--- config.mk ---
export PLATFORM = sky130hd
export DESIGN_NAME = iter_divider_flat
export DESIGN_NICKNAME = d
export VERILOG_FILES = /design/src/rtl/iter_divider_if.sv /design/src/rtl/iter_divider.sv /design/src/flat_wrapper.sv
export SDC_FILE = /design/constraint.sdc
export NUM_CORES = 1
export LEC_CHECK = 0
export CORE_ASPECT_RATIO = 0.9
export CORE_MARGIN = 8
export CORE_UTILIZATION = 58
export DETAILED_ROUTE_END_ITERATION = 10
export GPL_ROUTABILITY_DRIVEN = 0
export GPL_TIMING_DRIVEN = 1
export PLACE_DENSITY_LB_ADDON = 0.05
export RECOVER_POWER = 25
export SKIP_CTS_REPAIR_TIMING = 1
export SYNTH_ARGS = -nofsm -noshare
export SYNTH_HDL_FRONTEND = slang
export SYNTH_SLANG_ARGS = --single-unit
--- constraint.sdc ---
create_clock -name clk -period 6.2 [get_ports clk]
set_input_delay 1.24 -clock clk [delete_from_list [all_inputs] [get_ports clk]]
set_output_delay 1.24 -clock clk [all_outputs]
set_load 0.01 [all_outputs]
--- src/rtl/iter_divider_if.sv ---
// Request/response bundle between the mult/div controller and the iterative divider.
interface iter_divider_if #(
  parameter int unsigned WIDTH = 32
);
  logic             flush;
  logic             valid;
  logic             is_signed;
  logic [WIDTH-1:0] a;
  logic [WIDTH-1:0] b;
  logic             ready;
  logic             busy;
  logic             done;
  logic [WIDTH-1:0] hi;
  logic [WIDTH-1:0] lo;

  modport master (
    output flush, valid, is_signed, a, b,
    input  ready, busy, done, hi, lo
  );

  modport slave (
    input  flush, valid, is_signed, a, b,
    output ready, busy, done, hi, lo
  );
endinterface

--- src/rtl/iter_divider.sv ---
// Radix-2 restoring divider: one quotient bit per cycle on operand magnitudes,
// sign-corrected quotient on lo and remainder on hi with a one-cycle done pulse.
module iter_divider #(
  parameter int unsigned WIDTH = 32
) (
  input logic          clk,
  input logic          resetn,
  iter_divider_if.slave bus
);

  localparam int unsigned CntW = (WIDTH > 1) ? $clog2(WIDTH) : 1;

  typedef enum logic [1:0] {StIdle, StRun, StDone} state_e;

  state_e           state_q, state_d;
  logic [CntW-1:0]  cnt_q, cnt_d;
  logic [WIDTH-1:0] rem_q, rem_d;
  logic [WIDTH-1:0] quo_q, quo_d;
  logic [WIDTH-1:0] dvs_q, dvs_d;
  logic [WIDTH-1:0] a_q, a_d;
  logic [WIDTH-1:0] hi_q, hi_d;
  logic [WIDTH-1:0] lo_q, lo_d;
  logic             qneg_q, qneg_d;
  logic             rneg_q, rneg_d;
  logic             dz_q, dz_d;

  logic             accept;
  logic             a_neg, b_neg;
  logic [WIDTH:0]   rem_sh, trial;
  logic [WIDTH-1:0] rem_nx, quo_nx;

  // quo_q starts as the dividend; its MSB feeds the remainder as quotient bits shift in.
  always_comb begin
    accept = (state_q != StRun) && bus.valid && !bus.flush;
    a_neg  = bus.is_signed & bus.a[WIDTH-1];
    b_neg  = bus.is_signed & bus.b[WIDTH-1];
    rem_sh = {rem_q, quo_q[WIDTH-1]};
    trial  = rem_sh - {1'b0, dvs_q};
    rem_nx = trial[WIDTH] ? rem_sh[WIDTH-1:0] : trial[WIDTH-1:0];
    quo_nx = {quo_q[WIDTH-2:0], ~trial[WIDTH]};
  end

  always_comb begin
    state_d = state_q;
    cnt_d   = cnt_q;
    rem_d   = rem_q;
    quo_d   = quo_q;
    dvs_d   = dvs_q;
    a_d     = a_q;
    hi_d    = hi_q;
    lo_d    = lo_q;
    qneg_d  = qneg_q;
    rneg_d  = rneg_q;
    dz_d    = dz_q;

    unique case (state_q)
      StIdle, StDone: begin
        if (accept) begin
          state_d = StRun;
          cnt_d   = '0;
          rem_d   = '0;
          quo_d   = a_neg ? -bus.a : bus.a;
          dvs_d   = b_neg ? -bus.b : bus.b;
          qneg_d  = a_neg ^ b_neg;
          rneg_d  = a_neg;
          dz_d    = (bus.b == '0);
          a_d     = bus.a;
        end else begin
          state_d = StIdle;
        end
      end
      StRun: begin
        if (bus.flush) begin
          state_d = StIdle;
        end else begin
          rem_d = rem_nx;
          quo_d = quo_nx;
          cnt_d = cnt_q + CntW'(1);
          if (cnt_q == CntW'(WIDTH - 1)) begin
            state_d = StDone;
            // Divide by zero bypasses sign correction and returns the raw dividend.
            lo_d    = dz_q ? '1   : (qneg_q ? -quo_nx : quo_nx);
            hi_d    = dz_q ? a_q  : (rneg_q ? -rem_nx : rem_nx);
          end
        end
      end
      default: state_d = StIdle;
    endcase
  end

  always_ff @(posedge clk) begin
    if (!resetn) begin
      state_q <= StIdle;
      cnt_q   <= '0;
      rem_q   <= '0;
      quo_q   <= '0;
      dvs_q   <= '0;
      a_q     <= '0;
      hi_q    <= '0;
      lo_q    <= '0;
      qneg_q  <= 1'b0;
      rneg_q  <= 1'b0;
      dz_q    <= 1'b0;
    end else begin
      state_q <= state_d;
      cnt_q   <= cnt_d;
      rem_q   <= rem_d;
      quo_q   <= quo_d;
      dvs_q   <= dvs_d;
      a_q     <= a_d;
      hi_q    <= hi_d;
      lo_q    <= lo_d;
      qneg_q  <= qneg_d;
      rneg_q  <= rneg_d;
      dz_q    <= dz_d;
    end
  end

  assign bus.ready = (state_q == StIdle) || (state_q == StDone);
  assign bus.busy  = (state_q == StRun);
  assign bus.done  = (state_q == StDone);
  assign bus.hi    = hi_q;
  assign bus.lo    = lo_q;

endmodule
--- src/flat_wrapper.sv ---
// flat-port wrapper written by rule: the top's interface ports become plain ports
module iter_divider_flat 
#(
  parameter int unsigned WIDTH = 32
)
  (clk, resetn, bus_flush, bus_valid, bus_is_signed, bus_a, bus_b, bus_ready, bus_busy, bus_done, bus_hi, bus_lo);
  iter_divider_if #(.WIDTH(WIDTH)) bus_i ();
  input logic clk;
  input logic resetn;
  input wire logic [$bits(bus_i.flush)-1:0] bus_flush;
  input wire logic [$bits(bus_i.valid)-1:0] bus_valid;
  input wire logic [$bits(bus_i.is_signed)-1:0] bus_is_signed;
  input wire logic [$bits(bus_i.a)-1:0] bus_a;
  input wire logic [$bits(bus_i.b)-1:0] bus_b;
  output wire logic [$bits(bus_i.ready)-1:0] bus_ready;
  output wire logic [$bits(bus_i.busy)-1:0] bus_busy;
  output wire logic [$bits(bus_i.done)-1:0] bus_done;
  output wire logic [$bits(bus_i.hi)-1:0] bus_hi;
  output wire logic [$bits(bus_i.lo)-1:0] bus_lo;
  assign bus_i.flush = bus_flush;
  assign bus_i.valid = bus_valid;
  assign bus_i.is_signed = bus_is_signed;
  assign bus_i.a = bus_a;
  assign bus_i.b = bus_b;
  assign bus_ready = bus_i.ready;
  assign bus_busy = bus_i.busy;
  assign bus_done = bus_i.done;
  assign bus_hi = bus_i.hi;
  assign bus_lo = bus_i.lo;
  iter_divider #(.WIDTH(WIDTH)) u_core (.clk(clk), .resetn(resetn), .bus(bus_i));
endmodule
# ---- Word level (Yosys, flattened, before mapping)
# Cells that the tools add are included.
# Widths: inputs -> output; s select.
dict set report word_totals {
  output_inout_bits 67
  input_bits 69
  ff_bits 202
  elab_cells 60
}
dict set report op_classes {
  muxes 20
  reduce_logical 11
  eq_ne 7
  n_addsub 6
  bitwise 5
}
# operator n
set ops {}
lappend ops {{$mux 32} 11}
lappend ops {{$neg 32->32} 4}
lappend ops {{$pmux 32 s2} 2}
lappend ops {{$sub 33x32->33} 1}
lappend ops {{$logic_not 32->1} 1}
lappend ops {{$mux 5} 2}
lappend ops {{$pmux 5 s2} 1}
lappend ops {{$reduce_and 3->1} 2}
lappend ops {{$add 5x1->5 const B} 1}
lappend ops {{$eq 5x5->1 const B} 1}
lappend ops {{$mux 2} 2}
lappend ops {{$ne 2x1->1 const B} 2}
lappend ops {{$pmux 2 s2} 1}
lappend ops {{$ne 3x2->1 const B} 1}
lappend ops {{$and 1x1->1} 2}
lappend ops {{$eq 2x1->1 const B} 1}
lappend ops {{$eq 2x2->1 const B} 1}
lappend ops {{$logic_and 1x1->1} 2}
lappend ops {{$logic_not 2->1} 1}
lappend ops {{$ne 2x2->1 const B} 1}
lappend ops {{$not 1->1} 2}
lappend ops {{$reduce_and 2->1} 1}
lappend ops {{$reduce_bool 2->1} 1}
lappend ops {{$reduce_or 2->1} 1}
lappend ops {{4 further kinds} 4}

# ---- Depth between registers and ports, before layout
dict set report logic_depth {
  word_depth 5
  mapped_depth 28
  ltp_nobuf 22
}

# ---- Least setup slack after synthesis
# Ideal clock, no wire load.
dict set report synth_path {
  path_kind {register to register}
  startpoint {register u_core.quo_q[31]}
  endpoint {register u_core.hi_q[28] (netlist: u_core.bus.hi[28])}
  path_buffers 6
  synth_period_minus_slack_ps 5660
  stages_incl_launch_ff 29
  arrival_time_ps 5542
  setup_time_ps 117
  path_slack_ps 540
  cell_sequence {dfxtp_1 inv_1 ha_1 fa_1 nand2b_1 a21oi_1 o21bai_1 a2111oi_2 o31a_1 buf_6 nor2_8 inv_4 buf_2 buf_2 buf_1 nor2_1 a21oi_1 ha_1 clkbuf_1 nand2_1 nor4_1 nand2_1 o31a_1 or2_0 clkbuf_1 or4_1 nor3_1 a21oi_1 a32o_1}
}
dict set report synth_via {
  elab_chain_cells 5
}
# item line_no
set synth_lines {}
lappend synth_lines {{start: declaration} iter_divider.sv:18} ;# logic [WIDTH-1:0] quo_q, quo_d;
lappend synth_lines {{start signal: assignment} iter_divider.sv:108} ;# quo_q <= quo_d;
lappend synth_lines {{$sub 33x32->33} iter_divider.sv:38} ;# trial = rem_sh - {1'b0, dvs_q};
lappend synth_lines {{$mux 32 *} iter_divider.sv:39} ;# rem_nx = trial[WIDTH] ? rem_sh[WIDTH-1:0] : trial[WIDTH-1:0];
lappend synth_lines {{$neg 32->32} iter_divider.sv:83} ;# hi_d = dz_q ? a_q : (rneg_q ? -rem_nx : rem_nx);
lappend synth_lines {{$mux 32 * (2 in a row)} iter_divider.sv:83}
lappend synth_lines {{end signal: assignment} iter_divider.sv:111} ;# hi_q <= hi_d;
lappend synth_lines {{end: declaration} iter_divider.sv:21} ;# logic [WIDTH-1:0] hi_q, hi_d;
# Mark *: on every way between the ends. The rest lies on a longest branch, timed or not.
# A chain may end at the register's enable or synchronous reset.

# ---- Final worst setup path
dict set report layout_path {
  startpoint {register u_core.quo_q[31]}
  endpoint {register u_core.lo_q[28] (netlist: u_core.bus.lo[28])}
}
dict set report layout_via {
  elab_chain_cells 5
}
# item line_no
set layout_lines {}
lappend layout_lines {{$sub 33x32->33} iter_divider.sv:38}
lappend layout_lines {{$not 1->1} iter_divider.sv:40} ;# quo_nx = {quo_q[WIDTH-2:0], ~trial[WIDTH]};
lappend layout_lines {{$neg 32->32} iter_divider.sv:82} ;# lo_d = dz_q ? '1 : (qneg_q ? -quo_nx : quo_nx);
lappend layout_lines {{$mux 32 (2 in a row)} iter_divider.sv:82}
lappend layout_lines {{end signal: assignment} iter_divider.sv:112} ;# lo_q <= lo_d;
lappend layout_lines {{end: declaration} iter_divider.sv:22} ;# logic [WIDTH-1:0] lo_q, lo_d;
# Every way passes these cells.

==> run summary <==
Die H: 157.7 um
Failing checks: capacitance limit, slew limit
Reg-to-reg slack, setup: 0.45 ns
Switching portion of total power: 0.2909
Most frequent cells in the layout: 220 x nand2_1, 205 x a21oi_1, 201 x dfxtp_1, 191 x nor2_1, 113 x o21ai_0
CTS tree: built
Worst stage delay on the critical path: 0.57 ns
Status: complete, but fails checks
Post-DR vias/cell: 6.169
Post-route ant nets: 0
Crit path required time: 6.57 ns
Clock sink total: 202
Setup WS post-layout: 0.4526 ns
Synth warnings: 0
Initial antenna violation count: 0
RSZ-0062 raised after global routing: false
Final Cycle Share: 0.9270
Int Power: 0.002409 W
First-pass GRT wire length: 62,720 um
Root buf cell: clkbuf_16
FF-to-FF Start: u_core.quo_q[31]
Initial DRT Pass Iterations: 5
Crit-path cells: inv_1 > ha_1 > fa_1 > nand2b_1 > a21oi_1 > o21bai_1 > a2111oi_2 > o31a_2 > nor2_8 > inv_4 > ha_1 > nand2b_1 > or4_1 > or2_2 > or4_1 > or3_1 > o41ai_1 > xor2_1 > a21oi_1
Logic pwr share: 0.191
H-tree depth: 1
Clock power frac: 0.405
Ys async rst share: 0
Count of pins over their slew limit: 50
Number of global-route vias before repair: 11.99k
Largest net degree at the start of global routing: 69
Crit end category: register
Worst path arrival time: 6.12 ns
Clock buffer depth: 3
CORE AREA: 0.02219 mm^2
Vias: 13.04k
Worst setup startpoint: u_core.quo_q[31]
Clock-pin slew on the worst setup and hold paths: 0.06 ns
Fmax: 174.0 MHz
# IOs: 136
Syn_area_per_cell: 7.415 um^2
LEAKAGE: 5.864 nW
Setup TNS: 0 ns
Final #Nets: 1,912
Placed Area: 0.01432 mm^2
Slew HR: -0.7517
Synth Net Count: 1,852
Worst vdd ir: 0.1492 mV
Full die area: 0.02734 mm^2
Seq pwr share: 0.404
Design area: 0.01506 mm^2
Post-DP HPWL: 28,130 um
Layout cells sized above 1: 0.04020
GR Util All Layers: 0.2725
DRC errors left: 0
Reg-to-Reg End: u_core.bus.lo[28]
Syn Std Cell Area: 0.01293 mm^2
WS Path Type: register to register
Pwr Total: 0.003397 W
#FFs+latches synth: 202
Startpoint types: register
Final Hold Vio Count: 0
Area growth, synth to finish: 16.48%
Worst r2r path cells: 19
Cells after synthesis: 1,744
Commonest non-fill, non-tap cell in the layout: nand2_1
Total congestion overflow: 0
Skew final: 0.01454 ns
CP max-delay cell: or4_1
Net Sw Power: 0.0009884 W
Library cells used by synthesis: 75
Pre-CTS setup slack: 0.4104 ns
Worst hold path type: register to register
Fill count: 1,984
Synth Flop Type: dfxtp_1
Final setup vio count: 0
Num CTS Buffers: 23
WL final: 38,740 um
Number of buffer and inverter stages on the critical path: 2
Worst-path fanout max: 14
Minimum clock period: 5.747 ns
Post-synthesis sequential area ratio: 0.3127
Worst slew pin tran: 2.628 ns
Util after Layout: 0.6789
Post-synth EDFFs: 0
Chip Width: 173.4 um
Worst path depth: 19
Worst skew pair latency: 0.51 ns
Post-DR wirelength/cell: 18.33 um
Max-Cap Viols: 1
Iter 0 DRT Violations: 1,369
Initial Util: 0.5829
Cell family with most CP delay: simple AND/OR/NAND/NOR gates
Critical path endpoint: u_core.bus.lo[28]
# rows: 52
Buffers on Ports: 135
Power Dens Cells: 225.5 mW/mm^2
Antenna diode count: 0
## flip-flops by register name, indices dropped and copies added, names as in the netlist
signal,flops
u_core.bus.lo,32
u_core.dz_q,1
u_core.state_q,2
u_core.bus.hi,32
u_core.a_q,32
u_core.cnt_q,5
u_core.rem_q,32
u_core.quo_q,32
u_core.qneg_q,1
u_core.rneg_q,1
u_core.dvs_q,32
## per-layer routing
layer	wire, um	vias to the layer above	global-route usage	share of wire
met5	0	-	0	0
met4	1020	0	0.08285	0.026
met3	2582	80	0.04387	0.067
met2	17260	489	0.4311	0.45
met1	17880	6100	0.3763	0.46
li1	-	6367	-	-
## worst reg2reg max path: stages, from the launching register on
cell       delay, ns
dfxtp_1         0.44
inv_1           0.07
ha_1            0.20
fa_1            0.42
nand2b_1        0.20
a21oi_1         0.26
o21bai_1        0.20
a2111oi_2       0.50
o31a_2          0.40
nor2_8          0.08
inv_4           0.17
ha_1            0.19
nand2b_1        0.07
or4_1           0.41
or2_2           0.32
or4_1           0.57
or3_1           0.47
o41ai_1         0.38
xor2_1          0.18
a21oi_1         0.08
## layout make-up
| cell class | instances | area, um^2 | area share |
|---|---|---|---|
| Tap cell | 297 | 371.6 | 0.02467 |
| Timing Repair Buffer | 150 | 1456 | 0.09669 |
| Clock buffer | 29 | 628.1 | 0.04170 |
| Inverter | 55 | 211.5 | 0.01404 |
| Clock inverter | 8 | 117.6 | 0.007808 |
| Multi-Input combinational cell | 1372 | 8233 | 0.5466 |
| Sequential cell | 202 | 4045 | 0.2685 |
## through the flow
stage | cells | hold WS (ns)
6_report | 2113 | 0.4528
4_1_cts | 2113 | 0.4542
5_1_grt | 2113 | 0.4652
3_5_place_dp | 2076 | 0.4466
2_1_floorplan | 1744 | 0.4311
3_3_place_gp | 2076 | 0.4391
## kinds of logic after synthesis
| family | synth area share |
|---|---|
| DFF | 0.3127 |
| AOI/OAI and AO/OA | 0.2630 |
| and+or+nand+nor | 0.2219 |
| buffers and inverters | 0.05224 |
| muxes | 0.02109 |
| xor gates and xnor gates | 0.09075 |
| adders and majority gates | 0.03831 |
## worst min-delay path by stage
stage                                start          endpoint  depth (start not counted)
after global placement      u_core.a_q[31]    u_core.a_q[31]                          2
after CTS                 u_core.dvs_q[31]  u_core.dvs_q[31]                          2
after detailed placement  u_core.dvs_q[31]  u_core.dvs_q[31]                          2
final                     u_core.dvs_q[31]  u_core.dvs_q[31]                          2
after global routing        u_core.a_q[28]    u_core.a_q[28]                          2
after floorplan             u_core.a_q[29]    u_core.a_q[29]                          2
## Yosys cell counts, drive strengths merged (14+ instances only)
cell type,instances,area share
or4,14,0.0081
xnor2,53,0.036
o21ai,122,0.047
o31ai,24,0.014
a22oi,42,0.024
inv,55,0.016
nor3,52,0.020
o211ai,22,0.013
dfxtp,202,0.31
a21oi,207,0.081
nor4,20,0.011
nor2,194,0.058
nand2,220,0.064
nand3,24,0.0093
xor2,81,0.055
mux2i,25,0.019
or3,16,0.0077
a211oi,30,0.018
clkbuf,87,0.025
ha,38,0.037
buf,28,0.011
## power groups by stage
stage          logic (W)  registers [W]  clock network, W
2_1_floorplan   0.000445        0.00139                 0
3_3_place_gp    0.000627        0.00140                 0
3_5_place_dp    0.000633        0.00140                 0
4_1_cts         0.000638        0.00137           0.00139
5_1_grt         0.000711        0.00138           0.00145
6_report        0.000649        0.00137           0.00138
(Power assumes the default switching activity.)
